File: src/rtl/alu_ctrl_pkg.sv
// alu_ctrl_pkg: shared types and encodings for the ALU execute controller.
// Latency: n/a (declarations only).
// Backpressure: n/a.
package alu_ctrl_pkg;

  localparam int RADDR_W = 4;
  localparam int PSR_W   = 5;

  // PSR bit positions
  localparam int PSR_Z = 4;
  localparam int PSR_C = 3;
  localparam int PSR_F = 2;
  localparam int PSR_N = 1;
  localparam int PSR_L = 0;

  typedef enum logic [1:0] {
    ST_IDLE   = 2'd0,
    ST_DECODE = 2'd1,
    ST_EXEC   = 2'd2,
    ST_WB     = 2'd3
  } state_e;

  // Instruction class field, instr[15:12]
  localparam logic [3:0] CLS_RR    = 4'b0000;
  localparam logic [3:0] CLS_ADDI  = 4'b0101;
  localparam logic [3:0] CLS_ADDUI = 4'b0110;
  localparam logic [3:0] CLS_ADDCI = 4'b0111;
  localparam logic [3:0] CLS_SHIFT = 4'b1000;
  localparam logic [3:0] CLS_MOVI  = 4'b1111;

  // Extension field, instr[7:4]
  localparam logic [3:0] EXT_NOP  = 4'b0000;
  localparam logic [3:0] EXT_CMP  = 4'b1011;
  localparam logic [3:0] EXT_CMPU = 4'b1111;
  localparam logic [3:0] EXT_LSHI = 4'b0000;  // 0000 and 0001 both encode LSHI
  localparam logic [3:0] EXT_LSH  = 4'b0100;

  typedef struct packed {
    logic wr_reg;
    logic wr_psr;
  } commit_t;

  // LSHI uses the low ext bit as part of the shift encoding, so match on [3:1]
  function automatic logic is_lshi(input logic [3:0] ext);
    return ext[3:1] == EXT_LSHI[3:1];
  endfunction

  // What a retiring instruction is allowed to update
  function automatic commit_t commit_kind(input logic [3:0] cls, input logic [3:0] ext);
    commit_t k;
    k = '0;
    case (cls)
      CLS_RR: begin
        if (ext == EXT_CMP || ext == EXT_CMPU) begin
          k.wr_psr = 1'b1;
        end else if (ext != EXT_NOP) begin
          k.wr_reg = 1'b1;
          k.wr_psr = 1'b1;
        end
      end
      CLS_ADDI, CLS_ADDUI, CLS_ADDCI, CLS_SHIFT: begin
        k.wr_reg = 1'b1;
        k.wr_psr = 1'b1;
      end
      CLS_MOVI: k.wr_reg = 1'b1;
      default:  k = '0;
    endcase
    return k;
  endfunction

endpackage

File: src/rtl/alu_ctrl_regfile.sv
// alu_ctrl_regfile: REG_COUNT x DATA_W register file, two operand read ports, debug read port, one write port.
// Latency: reads combinational; write visible the cycle after the write edge.
// Backpressure: none; write enable is taken every cycle.
module alu_ctrl_regfile
  import alu_ctrl_pkg::*;
#(
  parameter int DATA_W    = 16,
  parameter int REG_COUNT = 16
) (
  input  logic               clk,
  input  logic               reset,
  input  logic [RADDR_W-1:0] ra_addr_i,
  input  logic [RADDR_W-1:0] rb_addr_i,
  input  logic [RADDR_W-1:0] dbg_addr_i,
  input  logic               wr_en_i,
  input  logic [RADDR_W-1:0] wr_addr_i,
  input  logic [DATA_W-1:0]  wr_data_i,
  output logic [DATA_W-1:0]  ra_data_o,
  output logic [DATA_W-1:0]  rb_data_o,
  output logic [DATA_W-1:0]  dbg_data_o
);

  logic [DATA_W-1:0] mem_q [REG_COUNT];

  // Storage: cleared by reset, single write port
  always_ff @(posedge clk) begin
    if (reset) begin
      for (int i = 0; i < REG_COUNT; i++) begin
        mem_q[i] <= '0;
      end
    end else if (wr_en_i) begin
      mem_q[wr_addr_i] <= wr_data_i;
    end
  end

  assign ra_data_o  = mem_q[ra_addr_i];
  assign rb_data_o  = mem_q[rb_addr_i];
  assign dbg_data_o = mem_q[dbg_addr_i];

endmodule

File: src/rtl/alu_exec_ctrl.sv
// alu_exec_ctrl: decodes instruction words, drives the combinational ALU, writes result to regfile and flags to PSR.
// Latency: accept to done_valid 4 cycles; 3 cycles when ALU_CTRL_FAST_EN is defined (DECODE state removed).
// Backpressure: instr_ready high only in IDLE; instr_valid while busy is ignored and the producer must hold the word.
module alu_exec_ctrl
  import alu_ctrl_pkg::*;
#(
  parameter int DATA_W    = 16,
  parameter int REG_COUNT = 16
) (
  input  logic               clk,
  input  logic               reset,
  input  logic               instr_valid,
  input  logic [15:0]        instr,
  output logic               instr_ready,
  output logic [7:0]         alu_opcode,
  output logic [DATA_W-1:0]  alu_a,
  output logic [DATA_W-1:0]  alu_b,
  output logic               alu_cin,
  input  logic [DATA_W-1:0]  alu_c,
  input  logic [PSR_W-1:0]   alu_flags,
  output logic [PSR_W-1:0]   psr,
  output logic               done_valid,
  output logic [DATA_W-1:0]  done_data,
  input  logic [RADDR_W-1:0] dbg_raddr,
  output logic [DATA_W-1:0]  dbg_rdata
);

  state_e            state_q, state_d;
  logic              accept, load_alu, capture, commit;
  logic [15:0]       instr_q, dec_instr;
  logic [3:0]        dec_cls, dec_ext;
  logic [DATA_W-1:0] ra_data, rb_data, opb_d;
  logic [DATA_W-1:0] imm8_sext, imm8_zext, imm4_zext, movi_data, wb_data;
  logic [7:0]        alu_opcode_q;
  logic [DATA_W-1:0] alu_a_q, alu_b_q, c_hold_q, done_data_q;
  logic              alu_cin_q, done_valid_q;
  logic [PSR_W-1:0]  flags_hold_q, psr_q;
  commit_t           wb_kind;
  logic              rf_we;

  // Operands are read from the incoming word when DECODE is skipped, otherwise from the latched copy
`ifdef ALU_CTRL_FAST_EN
  assign dec_instr = instr;
`else
  assign dec_instr = instr_q;
`endif

  assign dec_cls   = dec_instr[15:12];
  assign dec_ext   = dec_instr[7:4];
  assign imm8_sext = {{(DATA_W-8){dec_instr[7]}}, dec_instr[7:0]};
  assign imm8_zext = {{(DATA_W-8){1'b0}}, dec_instr[7:0]};
  assign imm4_zext = {{(DATA_W-4){1'b0}}, dec_instr[3:0]};

  alu_ctrl_regfile #(
    .DATA_W    (DATA_W),
    .REG_COUNT (REG_COUNT)
  ) u_regfile (
    .clk        (clk),
    .reset      (reset),
    .ra_addr_i  (dec_instr[11:8]),
    .rb_addr_i  (dec_instr[3:0]),
    .dbg_addr_i (dbg_raddr),
    .wr_en_i    (rf_we),
    .wr_addr_i  (instr_q[11:8]),
    .wr_data_i  (wb_data),
    .ra_data_o  (ra_data),
    .rb_data_o  (rb_data),
    .dbg_data_o (dbg_rdata)
  );

  // Operand B select: register or extended immediate depending on class
  always_comb begin
    opb_d = rb_data;
    case (dec_cls)
      CLS_ADDI, CLS_ADDCI: opb_d = imm8_sext;
      CLS_ADDUI, CLS_MOVI: opb_d = imm8_zext;
      CLS_SHIFT:           opb_d = is_lshi(dec_ext) ? imm4_zext : rb_data;
      default:             opb_d = rb_data;
    endcase
  end

  // State register
  always_ff @(posedge clk) begin
    if (reset) begin
      state_q <= ST_IDLE;
    end else begin
      state_q <= state_d;
    end
  end

  // Next state and per-state strobes
  always_comb begin
    state_d     = state_q;
    instr_ready = 1'b0;
    accept      = 1'b0;
    load_alu    = 1'b0;
    capture     = 1'b0;
    commit      = 1'b0;
    case (state_q)
      ST_IDLE: begin
        instr_ready = 1'b1;
        if (instr_valid) begin
          accept = 1'b1;
`ifdef ALU_CTRL_FAST_EN
          load_alu = 1'b1;
          state_d  = ST_EXEC;
`else
          state_d  = ST_DECODE;
`endif
        end
      end
      ST_DECODE: begin
        load_alu = 1'b1;
        state_d  = ST_EXEC;
      end
      ST_EXEC: begin
        capture = 1'b1;
        state_d = ST_WB;
      end
      ST_WB: begin
        commit  = 1'b1;
        state_d = ST_IDLE;
      end
      default: state_d = ST_IDLE;
    endcase
  end

  assign wb_kind   = commit_kind(instr_q[15:12], instr_q[7:4]);
  assign movi_data = {{(DATA_W-8){1'b0}}, instr_q[7:0]};
  // MOVI bypasses the ALU entirely
  assign wb_data   = (instr_q[15:12] == CLS_MOVI) ? movi_data : c_hold_q;
  assign rf_we     = commit && wb_kind.wr_reg;

  // Datapath registers: instruction latch, ALU drive, result holding, PSR and retire
  always_ff @(posedge clk) begin
    if (reset) begin
      instr_q      <= '0;
      alu_opcode_q <= '0;
      alu_a_q      <= '0;
      alu_b_q      <= '0;
      alu_cin_q    <= 1'b0;
      c_hold_q     <= '0;
      flags_hold_q <= '0;
      psr_q        <= '0;
      done_valid_q <= 1'b0;
      done_data_q  <= '0;
    end else begin
      done_valid_q <= 1'b0;
      if (accept) begin
        instr_q <= instr;
      end
      if (load_alu) begin
        alu_opcode_q <= {dec_cls, dec_ext};
        alu_a_q      <= ra_data;
        alu_b_q      <= opb_d;
        alu_cin_q    <= psr_q[PSR_C];
      end
      if (capture) begin
        c_hold_q     <= alu_c;
        flags_hold_q <= alu_flags;
      end
      if (commit) begin
        done_valid_q <= 1'b1;
        done_data_q  <= wb_kind.wr_reg ? wb_data : '0;
        if (wb_kind.wr_psr) begin
          psr_q <= flags_hold_q;
        end
      end
    end
  end

  assign alu_opcode = alu_opcode_q;
  assign alu_a      = alu_a_q;
  assign alu_b      = alu_b_q;
  assign alu_cin    = alu_cin_q;
  assign psr        = psr_q;
  assign done_valid = done_valid_q;
  assign done_data  = done_data_q;

endmodule
File: config.mk
export PLATFORM = sky130hd
export DESIGN_NAME = alu_exec_ctrl
export DESIGN_NICKNAME = d
export VERILOG_FILES = /design/src/rtl/alu_ctrl_pkg.sv /design/src/rtl/alu_ctrl_regfile.sv /design/src/rtl/alu_exec_ctrl.sv
export SDC_FILE = /design/constraint.sdc
export NUM_CORES = 1
export LEC_CHECK = 0
export BUFFER_PORTS_ARGS = -buffer_cell sky130_fd_sc_hd__buf_2
export CAP_MARGIN = 20
export CORE_ASPECT_RATIO = 0.5
export CORE_MARGIN = 8
export CORE_UTILIZATION = 61
export CTS_CLUSTER_DIAMETER = 150
export CTS_CLUSTER_SIZE = 28
export DETAILED_ROUTE_END_ITERATION = 10
export PLACE_DENSITY = 0.85
export SKIP_CTS_REPAIR_TIMING = 1
export SLEW_MARGIN = 10
export SYNTH_ARGS = -nofsm -noshare
export SYNTH_HDL_FRONTEND = slang
export SYNTH_SLANG_ARGS = --single-unit
File: constraint.sdc
create_clock -name clk -period 2.8 [get_ports clk]
set_input_delay 0.14 -clock clk [delete_from_list [all_inputs] [get_ports clk]]
set_output_delay 0.14 -clock clk [all_outputs]
set_load 0.02 [all_outputs]
==> out/metrics.csv, run 1 <==
metric,value,unit
status,"finished, final reports clean",
FF-to-FF path depth,6,
Synthesis Warnings,0,
slew margin rel.,0.317,
RePlAce Congestion,0.926,
post-route ant nets,0,
Final HPWL DP,39.3,mm
Clk pwr share,0.203,
Tightest Pin Transition,1.02,ns
largest net degree at the start of global routing,66,
R2R Path Start,dec_instr[12],
Final WS setup,0.142,ns
die width,265,um
gr ovfl total,0,
initial antenna violation count,1,
fmax,376,MHz
detailed-route wire length per cell,30.9,um
Setup Crit Path Kind,register to register,
sum of negative setup slack,0,ns
die height,140,um
Clock Path Buffers,3,
P_sw,5.03,mW
vias in the first global route,14200,
"Data arrival, critical path",2.91,ns
syn avg cell area,13.2,um^2
Pwr per Cell Area,681,nW/um^2
"Net count, final",1605,
DP Worst Slack,0.0586,ns
Sw Ratio,0.352,
Starting Density,0.621,
Tcrit/Tclk final,0.949,
Clock Sinks,362,
post-synth top area share,0.407,
clk_skew,0.0229,ns
start point of the critical path,dec_instr[12],
Leak,7.16,nW
dpl cells,1899,
fin crit period,2.66,ns
Max Slew Vio Count,0,
core area,30400,um^2
Finished Core Util,0.690,
crit start category,register,
Reg-to-Reg End,u_regfile.mem_q[10][8],
Setup crit end kind,register,
drt initial violations,2572,
"Req. time, crit path",3.05,ns
IO Port Bufs,123,
num rows,45,
I/O pins,124,
synthesis-stage register bit count,362,
Total Die Area,37200,um^2
Worst Setup EP,u_regfile.mem_q[10][8],
Final Hold Vio Count,0,
register area share after synthesis,0.520,
CTS buffer count,16,
max_cap viols,0,
CP Max Fanout,12,
Total GRT Usage,0.311,
Synth Cell Area,18900,um^2
CTS tree,yes,
Mapped Nets,1481,
Cells after Synth,1433,
DR pass1 iterations,8,
clk_lat worst skew,0.55,ns
fin cells,1967,
DRT Wirelength,60.8,mm
worst reg2reg setup slack,0.14,ns
first-pass GRT wire length,87.3,mm
share of layout cells above drive strength 1,0.294,
vias,14600,
Area contributors post-synth,"edfxtp_1 (41%), mux4_2 (24%), dfxtp_1 (11%)",
sequential power share,0.469,
unrepaired setup endpoints after global routing,no,
Hold WC Path Type,primary input to register,
P_int,9.25,mW
DRC viols,0,
"CTS clk-pin slew, worst paths",0.11,ns
vias per cell,7.41,
combinational share of power,0.328,
Cell variety after synth,43,
Area growth syn-to-layout,11.1,%
clk root buf,clkbuf_16,
peak supply drop,0.000423,V
CTS HTree Levels,1,
Yosys top cell by area,edfxtp_1,
Final setup viols,0,
## cells in the final DEF, fill, tap and decap left out, types with 2 or more instances in the layout
master,synthesis,routed
a211oi_1,13,13
a21o_1,8,4
a21o_2,0,4
a21oi_1,42,42
a221oi_1,3,3
a22o_1,8,8
a22oi_1,20,20
a31o_2,8,8
and2_1,10,10
buf_12,1,9
buf_2,52,121
buf_4,0,60
clkbuf_1,55,10
clkbuf_16,0,17
dfxtp_1,106,101
dfxtp_2,0,3
dfxtp_4,0,2
dlygate4sd3_1,0,39
edfxtp_1,256,256
ha_1,4,3
inv_1,3,3
mux2_2,16,16
mux2i_1,42,42
mux4_1,6,6
mux4_2,205,205
nand2_1,124,120
nand2_2,0,4
nand2b_1,2,2
nand3_1,26,26
nor2_1,330,329
nor2b_1,23,21
nor2b_2,0,2
nor3_1,13,13
o211ai_1,2,2
o21a_1,2,2
o21ai_0,18,18
o22ai_1,8,8
## critical path, stage by stage (launching register included)
cell and delay, ns:
dfxtp_1 0.42, nor3_1 0.36, a31oi_2 0.20, a21boi_2 0.46, and2_1 0.29, a21o_1 0.40
buf_12 0.23
## logic make-up (layout without fill, tap and decap cells)
| family | Yosys count | after routing | synth area share |
|---|---|---|---|
| flops | 362 | 362 | 0.520 |
| mux | 269 | 269 | 0.285 |
| compound gates | 140 | 140 | 0.0490 |
| fa+ha+maj | 4 | 4 | 0.00265 |
| buf+inv | 126 | 260 | 0.0298 |
| other cells | 0 | 1 | 0 |
| simple gates | 532 | 532 | 0.114 |
## Yosys cell counts
cell and count:
a211oi_1 13, a21boi_1 1, a21boi_2 1, a21o_1 8, a21oi_1 42, a21oi_2 1
a221oi_1 3, a22o_1 8, a22oi_1 20, a2bb2oi_1 1, a31o_2 8, a31oi_2 1
and2_1 10, buf_1 14, buf_12 1, buf_2 52, buf_6 1, clkbuf_1 55
dfxtp_1 106, edfxtp_1 256, ha_1 4, inv_1 3, mux2_2 16, mux2i_1 42
mux4_1 6, mux4_2 205, nand2_1 124, nand2b_1 2, nand3_1 26, nand4_1 1
nor2_1 330, nor2b_1 23, nor3_1 13, nor4b_2 1, o211ai_1 2, o21a_1 2
o21ai_0 18, o21ai_1 1, o21ai_2 1, o21bai_1 1, o22ai_1 8, or2_2 1
or4_1 1
## layer usage
metal	share of wire	up-vias	wire [um]	GRT usage
met2	0.45	1646	27500	0.484
met1	0.31	6940	18800	0.380
met5	0	-	0	0
met3	0.17	321	10600	0.109
li1	-	5677	-	-
met4	0.064	0	3910	0.173
## worst min-delay path by stage
stage          startpoint    endpoint  cells past startpoint
6_report            reset  done_valid                      3
5_1_grt             reset  done_valid                      3
4_1_cts             reset  done_valid                      2
3_5_place_dp        reset  done_valid                      2
3_3_place_gp        reset  done_valid                      2
2_1_floorplan       reset  done_valid                      1
## stage by stage
step / power (mW) / hold WS (ns) / cell area, um^2
2_1_floorplan: 9.62 / 0.227 / 18900
3_3_place_gp: 11.0 / 0.338 / 20100
3_5_place_dp: 11.2 / 0.344 / 20100
4_1_cts: 14.0 / -0.217 / 20600
5_1_grt: 14.5 / 0.349 / 21000
6_report: 14.3 / 0.325 / 21000
## power groups by stage
stage	clock (mW)	combinational (mW)	sequential [mW]
after floorplan	0	2.83	6.79
after global placement	0	4.31	6.72
after detailed placement	0	4.45	6.76
after CTS	2.85	4.48	6.65
after global routing	3.00	4.82	6.73
final	2.91	4.68	6.69
## flip-flops by register name, indices dropped and copies added, names as in the netlist, 5 cells and up, named ones only
| register | flops |
|---|---|
| u_regfile.mem_q | 256 |
| alu_a | 16 |
| alu_b | 16 |
| c_hold_q | 16 |
| dec_instr | 16 |
| done_data | 16 |
| alu_opcode | 8 |
| flags_hold_q | 5 |
| psr | 5 |
## layout make-up
class,count,area (um^2)
antenna,1,2.50
fill,1856,9440
multi-input combinational,945,8530
tap,399,499
sequential,362,9820
inverter,3,11.3
clock buffer,28,477
timing repair buffer,229,1630
Note: power is estimated with default switching activity, not from simulation.
==> inputs of run 2 (changes only) <==
CORE_MARGIN = 2   (was 8)
CORE_UTILIZATION = 66   (was 61)
PLACE_DENSITY = 0.91   (was 0.85)
clock period = 3.2 ns   (was 2.8 ns; I/O delays follow)
==> run 2 against run 1 <==
Cell count shrank 1.7%. Critical path depth shrank 2. Power shrank 13%. First-iteration DRC count grew 13%. Utilization grew 5.5 points. Worst setup slack gained 0.12 ns. Clock power shrank 15%. Sequential share of layout area grew 0.37 points. Sequential power shrank 11%. Via count grew 2.4%. Clock-buffer cell count shrank 2. Critical path type unchanged. Largest power group unchanged. Register-to-register slack gained 0.12 ns.
==> out/metrics.csv, run 2 (synthesis gave the netlist of run 1 again) <==
metric,value,unit,change
worst reg2reg setup slack,0.26,ns,+0.12 ns
vias,14900,,+2.4%
DRT Wirelength,62.2,mm,+2.3%
CTS tree,yes,,
I/O pins,124,,unchanged
DRC viols,0,,unchanged
Final WS setup,0.257,ns,+0.116 ns
Total Die Area,30000,um^2,-19%
Total GRT Usage,0.412,,+0.102
largest net degree at the start of global routing,70,,+6.1%
max FFs per register,256,,unchanged
met2 Track Usage GR,0.622,,+0.138
CP bufs+invs,0,,-1
Pwr per Cell Area,598,nW/um^2,-12%
fmax,340,MHz,-9.7%
gr ovfl total,0,,unchanged
status,"finished, final reports clean",,
clk root buf,clkbuf_16,,
crit start category,register,,
post-route ant nets,0,,unchanged
"CP delay by family, top",compound AO/OA/AOI/OAI gates,,
"Req. time, crit path",3.38,ns,+0.33 ns
sum of negative setup slack,0,ns,unchanged
Final setup viols,0,,unchanged
"Data arrival, critical path",3.12,ns,+0.21 ns
slew margin rel.,0.338,,+0.0214
clk_skew,0.0147,ns,-0.00815 ns
Setup Crit Path Kind,register to register,,
detailed-route wire length per cell,32.1,um,+4.0%
CTS HTree Levels,1,,unchanged
"commonest non-fill, non-tap cell in the layout",nor2_1,,
vias per cell,7.72,,+4.2%
vias in the first global route,14400,,+1.5%
M1 GR Usage,0.504,,+0.124
Worst path slowest cell,a21boi_1,,
first-pass GRT wire length,89.6,mm,+2.6%
clk_lat worst skew,0.55,ns,about the same
"Net count, final",1590,,-0.93%
max_cap viols,0,,unchanged
"CTS clk-pin slew, worst paths",0.11,ns,about the same
Setup crit end kind,register,,
CTS buffer count,16,,unchanged
die height,124,um,-12%
Tcrit/Tclk final,0.920,,-0.0299
initial antenna violation count,1,,unchanged
DP Worst Slack,0.515,ns,+0.457 ns
RePlAce Congestion,0.933,,+0.76%
Max Slew Vio Count,0,,unchanged
CP Max Fanout,16,,+4
share of layout cells above drive strength 1,0.284,,-0.00987
die width,243,um,-8.2%
Clock Sinks,362,,unchanged
Final HPWL DP,39.3,mm,about the same
drt initial violations,2904,,+13%
fin crit period,2.94,ns,+0.284 ns
Clock Path Buffers,3,,unchanged
Largest Register,u_regfile.mem_q,,
Final Hold Vio Count,0,,unchanged
IO Port Bufs,123,,unchanged
highest-count cells in the layout ignoring fill and taps,"nor2_1 (329), edfxtp_1 (256), mux4_2 (205), buf_2 (121), nand2_1 (120)",,
Tightest Pin Transition,0.990,ns,-0.0304 ns
Starting Density,0.676,,+0.0552
DR pass1 iterations,8,,unchanged
fill count,1544,,-17%
unrepaired setup endpoints after global routing,no,,
num rows,43,,-4.4%
Area growth syn-to-layout,10.2,%,
grt met3 use,0.191,,+0.0817
crit-path cells,nor3_1 -> a31oi_2 -> a21boi_1 -> a31o_2,,
peak supply drop,0.000394,V,-6.7%
gr busiest metal,met2,,
core area,27900,um^2,-8.2%
delay of the slowest critical-path stage,0.82,ns,+0.36 ns
Leak,7.08,nW,-1.1%
Hold WC Path Type,primary input to register,,
run 2: changes by cell type in the layout (fill, tap and decap cells not counted), sizes merged:
cell,change
buf,-14
clkbuf,-2
clkinv,+1
dlygate4sd3,-1
run 2: final timing paths:
| kind | from | end | depth (start not counted) |
|---|---|---|---|
| worst max-delay path | dec_instr[12] | u_regfile.mem_q[2][13] | 4 |
| worst min-delay path | reset | c_hold_q[10] | 2 |
| worst max register to register | dec_instr[12] | u_regfile.mem_q[2][13] | 4 |
| worst min register to register | done_data[12] | done_data[12] | 1 |
run 2: metal layers:
| layer | vias up | wire [um] |
|---|---|---|
| met1 | 6978 | 18700 |
| met2 | 1793 | 26900 |
| li1 | 5654 | - |
| met3 | 507 | 11700 |
| met5 | - | 311 |
| met4 | 6 | 4620 |
run 2: area by class of cell:
type,count,area [um^2],area share
flip-flops and latches,362,9820,0.472
multi-input cells,945,8520,0.410
repair buffers,214,1500,0.0722
well taps,382,478,0.0230
clock buffers,26,459,0.0221
inverters,3,11.3,0.000541
clock inverters,1,3.75,0.000180
diodes,1,2.50,0.000120
run 2: power by group:
group / switching [mW] / internal (mW) / leakage, nW
registers: 0.535 / 5.42 / 3.51
clock network: 1.46 / 1.01 / 0.222
logic: 2.42 / 1.59 / 3.35
run 2: metrics by stage:
step | total power [mW] | hold WS (ns) | area [um^2] | cells | util
floorplan | 8.42 | 0.247 | 18900 | 1433 | -
global placement | 9.55 | 0.395 | 19900 | 1867 | 0.714
detailed placement | 9.77 | 0.404 | 19900 | 1867 | 0.714
CTS | 12.1 | -0.143 | 20400 | 1894 | 0.731
global route | 12.7 | 0.108 | 20800 | 1933 | 0.745
finish | 12.4 | 0.105 | 20800 | 1934 | 0.745
